## src/rtl/alu_pkg.sv

```systemverilog
// Shared opcode values, {N,Z,C,V} bit positions and FSM encoding for the ALU arbiter.
package alu_pkg;
  localparam logic [3:0] OP_ADD = 4'd0;
  localparam logic [3:0] OP_SUB = 4'd1;
  localparam logic [3:0] OP_MUL = 4'd2;
  localparam logic [3:0] OP_OR  = 4'd3;
  localparam logic [3:0] OP_AND = 4'd4;
  localparam logic [3:0] OP_XOR = 4'd5;

  localparam int FLAG_N = 3;
  localparam int FLAG_Z = 2;
  localparam int FLAG_C = 1;
  localparam int FLAG_V = 0;

  typedef enum logic [1:0] {
    ST_IDLE = 2'd0,
    ST_EXEC = 2'd1,
    ST_RESP = 2'd2
  } state_t;

  // Settle cycles the shared ALU needs for a given opcode.
  function automatic logic [3:0] op_latency(input logic [3:0] op, input int mul_lat,
                                            input int other_lat);
    return (op == OP_MUL) ? 4'(mul_lat) : 4'(other_lat);
  endfunction
endpackage

```

## src/rtl/rr_arb2.sv

```systemverilog
// Two-way round-robin grant: a tie goes to the requester not granted last,
// a lone request is granted outright; the pointer only moves on i_accept.
module rr_arb2 (
  input  logic       i_clk,
  input  logic       i_rst,
  input  logic [1:0] i_req,
  input  logic       i_accept,
  output logic [1:0] o_grant,
  output logic       o_id
);
  logic r_prio;

  always_comb begin
    o_id = 1'b0;
    case (i_req)
      2'b10:   o_id = 1'b1;
      2'b11:   o_id = r_prio;
      default: o_id = 1'b0;
    endcase
    o_grant = 2'b00;
    if (|i_req) o_grant[o_id] = 1'b1;
  end

  always_ff @(posedge i_clk or posedge i_rst) begin
    if (i_rst) r_prio <= 1'b0;
    else if (i_accept) r_prio <= ~o_id;
  end
endmodule

```

## src/rtl/alu_arbiter.sv

```systemverilog
// Sequences two requesters onto one shared ALU, one operation in flight: grant, wait
// MUL_LAT/OTHER_LAT settle cycles, capture, then hold the result until rsp_ready.
module alu_arbiter
  import alu_pkg::*;
#(
  parameter int MUL_LAT   = 2,
  parameter int OTHER_LAT = 1
) (
  input  logic        clk,
  input  logic        rst,
  input  logic [1:0]  req_valid,
  output logic [1:0]  req_ready,
  input  logic [7:0]  req_opcode,
  input  logic [63:0] req_a,
  input  logic [63:0] req_b,
  input  logic [5:0]  req_sr_cont,
  input  logic [9:0]  req_sr_bit,
  input  logic [1:0]  req_setf,
  output logic [31:0] alu_in1,
  output logic [31:0] alu_in2,
  output logic [3:0]  alu_opcode,
  output logic [2:0]  alu_sr_cont,
  output logic [4:0]  alu_sr_bit,
  input  logic [31:0] alu_out,
  input  logic [3:0]  alu_flags,
  output logic        rsp_valid,
  input  logic        rsp_ready,
  output logic        rsp_id,
  output logic [31:0] rsp_data,
  output logic [3:0]  flags
);
  state_t      r_state, w_next;
  logic [3:0]  r_cnt;
  logic        r_id, r_setf;
  logic [31:0] r_in1, r_in2, r_data;
  logic [3:0]  r_opc, r_flags;
  logic [2:0]  r_sc;
  logic [4:0]  r_sb;

  logic [1:0]  w_grant;
  logic        w_gid, w_accept, w_setf;
  logic [3:0]  w_opc;
  logic [31:0] w_a, w_b;
  logic [2:0]  w_sc;
  logic [4:0]  w_sb;

  assign w_accept = (r_state == ST_IDLE) && (|req_valid);

  rr_arb2 u_rr (
    .i_clk    (clk),
    .i_rst    (rst),
    .i_req    (req_valid),
    .i_accept (w_accept),
    .o_grant  (w_grant),
    .o_id     (w_gid)
  );

  assign w_opc  = w_gid ? req_opcode[7:4]   : req_opcode[3:0];
  assign w_a    = w_gid ? req_a[63:32]      : req_a[31:0];
  assign w_b    = w_gid ? req_b[63:32]      : req_b[31:0];
  assign w_sc   = w_gid ? req_sr_cont[5:3]  : req_sr_cont[2:0];
  assign w_sb   = w_gid ? req_sr_bit[9:5]   : req_sr_bit[4:0];
  assign w_setf = w_gid ? req_setf[1]       : req_setf[0];

  always_ff @(posedge clk or posedge rst) begin
    if (rst) r_state <= ST_IDLE;
    else     r_state <= w_next;
  end

  always_comb begin
    w_next = r_state;
    case (r_state)
      ST_IDLE: if (|req_valid) w_next = ST_EXEC;
      ST_EXEC: if (r_cnt == 4'd1) w_next = ST_RESP;
      ST_RESP: if (rsp_ready) w_next = ST_IDLE;
      default: w_next = ST_IDLE;
    endcase
  end

  // The handshake cycle is spent in RESP, so a new grant can never overlap it.
  always_comb begin
    req_ready = 2'b00;
    rsp_valid = 1'b0;
    case (r_state)
      ST_IDLE: req_ready = w_grant;
      ST_RESP: rsp_valid = 1'b1;
      default: ;
    endcase
  end

  always_ff @(posedge clk or posedge rst) begin
    if (rst) begin
      r_in1   <= '0;
      r_in2   <= '0;
      r_opc   <= '0;
      r_sc    <= '0;
      r_sb    <= '0;
      r_cnt   <= '0;
      r_id    <= 1'b0;
      r_setf  <= 1'b0;
      r_data  <= '0;
      r_flags <= '0;
    end else begin
      case (r_state)
        ST_IDLE: if (w_accept) begin
          r_in1  <= w_a;
          r_in2  <= w_b;
          r_opc  <= w_opc;
          r_sc   <= w_sc;
          r_sb   <= w_sb;
          r_cnt  <= op_latency(w_opc, MUL_LAT, OTHER_LAT);
          r_id   <= w_gid;
          r_setf <= w_setf;
        end
        ST_EXEC: begin
          r_cnt <= r_cnt - 4'd1;
          if (r_cnt == 4'd1) begin
            r_data <= alu_out;
            if (r_setf) r_flags <= alu_flags;
          end
        end
        default: ;
      endcase
    end
  end

  assign alu_in1     = r_in1;
  assign alu_in2     = r_in2;
  assign alu_opcode  = r_opc;
  assign alu_sr_cont = r_sc;
  assign alu_sr_bit  = r_sb;
  assign rsp_id      = r_id;
  assign rsp_data    = r_data;
  assign flags       = r_flags;
endmodule
```

## config.mk

```make
export PLATFORM = sky130hd
export DESIGN_NAME = alu_arbiter
export DESIGN_NICKNAME = d
export VERILOG_FILES = /design/src/rtl/alu_pkg.sv /design/src/rtl/rr_arb2.sv /design/src/rtl/alu_arbiter.sv
export SDC_FILE = /design/constraint.sdc
export NUM_CORES = 1
export LEC_CHECK = 0
export CAP_MARGIN = 20
export CORE_AREA = 2 2 121 123
export CTS_BUF_LIST = sky130_fd_sc_hd__clkbuf_8
export CTS_CLUSTER_SIZE = 25
export DETAILED_ROUTE_END_ITERATION = 12
export DIE_AREA = 0 0 123 125
export MAX_ROUTING_LAYER = met4
export PLACE_DENSITY = 0.8
export REMOVE_ABC_BUFFERS = 1
export SETUP_SLACK_MARGIN = 0.2
export SLEW_MARGIN = 40
export SYNTH_ARGS = -nofsm -noshare
export SYNTH_HDL_FRONTEND = slang
export SYNTH_SLANG_ARGS = --single-unit
```

## constraint.sdc

```tcl
create_clock -name clk -period 5.1 [get_ports clk]
set_clock_uncertainty 0.05 [all_clocks]
set_input_delay 0.51 -clock clk [delete_from_list [all_inputs] [get_ports clk]]
set_output_delay 0.51 -clock clk [all_outputs]
set_load 0.005 [all_outputs]
```

==> metrics.txt <==
Worst Path Max Fanout 6; number of global-route vias before repair between 4000 and 5000; Total Power between 4 and 5 mW; Hold Crit Class flip-flop to flip-flop; # Post-CTS Setup Buffers 0; Routed met1 length 6490 um; Seq pwr share 34.6%; Post-DRT Antenna Nets 0; Final setup viols 0; layout net count between 800 and 900; Core Util, Final 62.1%; Slew headroom a little under half; Synth top area share between 50 and 60%; CTS Root Cell clkbuf_8; Num CTS Buffers 17; Async S/R FF share, synth 100%; GRT Total Usage between 20% and 30%; CTS sink cnt roughly 120; run status finished clean; area post-placement roughly 0.0084 mm^2; net switching power 1.48 mW; Avg WL per Cell around 19 um; hold buffers post-CTS 0; worst slew pin tran around 800 ps; Inst Count DP 853; DRC viols 0; internal power between 3 and 4 mW; Die ar. about 0.015 mm^2; P_leak 3.68 nW; synthesized instance count between 300 and 400; Post-Syn Area about 0.0051 mm^2; floorplan core area around 0.014 mm^2; initial antenna violation count 0; port bufs between 300 and 400; RSZ-0062 raised after global routing no; GP Congestion around 0.81; WP data arrival about 2200 ps; Hold Violations, Final 0; Filler Cells Inserted approximately 1100; Max Root-Sink Buffers 2; MaxCap Viol Count 0; Multi-input gate area 0.00193 mm^2; worst skew pair latency about 430 ps; Synth-to-Final Area Change 72.5%; DR top layer met4; Worst setup EP type output pin; top post-synthesis cells by count dfrtp_1, a221o_1, and2_1, mux2_1, buf_2; Initial Util between 30% and 40%; first drt pass iteration count 6; fraction of layout cells with a size suffix above 1 under 10%; first-pass GRT wire length between 20000 and 30000 um; Clk pwr share about a fifth; sequential area share after synthesis around 60%; Die Span Y 125 um; PostCTS Resize Cnt 0; Sw Share between 30% and 40%; max-slew violations 0; diode count 0; DRT iter0 DRCs ~180; Total Routed Length roughly 17000 um; H-tree levels 4; synthesized flop and latch total ~120; met2 wire len just over 8000 um; top cell type by total area after synthesis dfrtp_1; Final Cycle Share between 50% and 60%; Cell Count, Final, Fillers Out approximately 900; R2R depth 5; Finished Cell Area a little under 0.009 mm^2; TNS Setup 0 ps; cell with the most instances after synthesis dfrtp_1; YS warnings 0; commonest register cell after synthesis dfrtp_1; Min Clock Period, post-route around 2700 ps; post-detail-place hpwl around 12000 um; number of synthesized flops with an enable pin 0; Ports around 310; startpoint types input port; Synth area leaders dfrtp_1, a221o_1, and2_1, mux2_1, buf_6; largest net degree at the start of global routing 90; Logic pwr share a little under half; GRT overflow 0; CTS tree done; VDD IR max 0.000280 V; Sequential Area between 0.003 and 0.004 mm^2; vias post-DR between 4000 and 5000; row cnt between 40 and 50; FMAX 366 MHz; critical path required time around 4500 ps; Routed met3 length 1450 um; Die X roughly 120 um; Distinct cells, synth 32; PwrDens approximately 560 mW/mm^2; WHS Path Cells 1; Clk pin slew, worst setup/hold paths roughly 70 ps; Crit Path Class input port to output pin; mean post-synth cell area roughly 13 um^2; via density per instance ~5
[registers in the layout (all words and copies together) (netlist names), 3 cells and up]
register and count:
alu_sr_cont 3, alu_in1 32, alu_sr_bit 5, alu_in2 32, flags 4, r_cnt 4
alu_opcode 4, rsp_data 32
[logic make-up after synthesis]
kind of cell             share of synthesized area, %
multiplexers                                     8.90
AND/OR/NAND/NOR                                  11.3
flip-flops                                       59.2
XOR/XNOR                                        0.171
AO/OA/AOI/OAI                                    16.4
adder cells (fa/ha/maj)                         0.489
buffers and inverters                            3.59
[path summary, 6_finish.rpt]
path                               from  slack, ps        endpoint
setup / recovery           req_valid[1]       2370    req_ready[1]
hold / removal                   rsp_id        430          rsp_id
setup reg to reg             r_state[0]       3050  alu_sr_cont[0]
hold reg to reg                  rsp_id        430          rsp_id
max in group asynchronous           rst       3560     alu_in2[30]
min in group asynchronous           rst        530    rsp_data[30]
[per-layer routing]
metal  GRT usage, %  up-vias
met3           6.57       45
met1           25.4     2205
met5              -        -
li1               -     2044
met2           36.9      239
met4           9.69        0
[cell type report]
cell class / count / share of cell area [%]
multi-input cells: 228 / 21.9
clock buffers: 20 / 3.12
flip-flops and latches: 121 / 34.3
well taps: 184 / 2.61
clock inverters: 12 / 1.94
repair buffers: 316 / 35.8
inverters: 5 / 0.298
[placed cells by master, fill, tap and decap left out, drive strengths merged, types with 2 or more instances in the layout]
cell type      netlist  routed
a21o                 2       2
a221o               73      73
and2                73      73
buf                 19       6
bufinv               0       4
clkbuf               9      20
clkdlybuf4s50        0     310
clkinv               0       5
clkinvlp             0       3
dfrtp              121     121
ha                   2       2
inv                  5       5
mux2                36      36
mux2i                5       5
nand2                7       7
nand2b               2       2
nand3                2       2
nor2                 3       3
nor3                 3       3
nor4b                2       2
o21ai               10      10
[power groups by stage]
| stage | registers [mW] | logic [mW] | clock network [mW] |
|---|---|---|---|
| 2_1_floorplan | 1.71 | 0.903 | 0 |
| 3_3_place_gp | 1.69 | 2.21 | 0 |
| 3_5_place_dp | 1.71 | 2.28 | 0 |
| 4_1_cts | 1.71 | 2.29 | 0.981 |
| 5_1_grt | 1.76 | 2.46 | 1.03 |
| 6_report | 1.70 | 2.27 | 0.955 |
[stage by stage]
stage / hold WS, ps / setup slack [ps]
after floorplan: 395 / 1180
after global placement: 413 / 2340
after detailed placement: 417 / 2260
after CTS: 432 / 2300
after global routing: 441 / 2280
final: 430 / 2370
[worst max-delay path, stage by stage]
cell,delay [ps]
clkdlybuf4s50_1,680
o21ai_4,180
nor3_4,210
clkdlybuf4s50_1,590
Power figures use the tool's default switching activity.
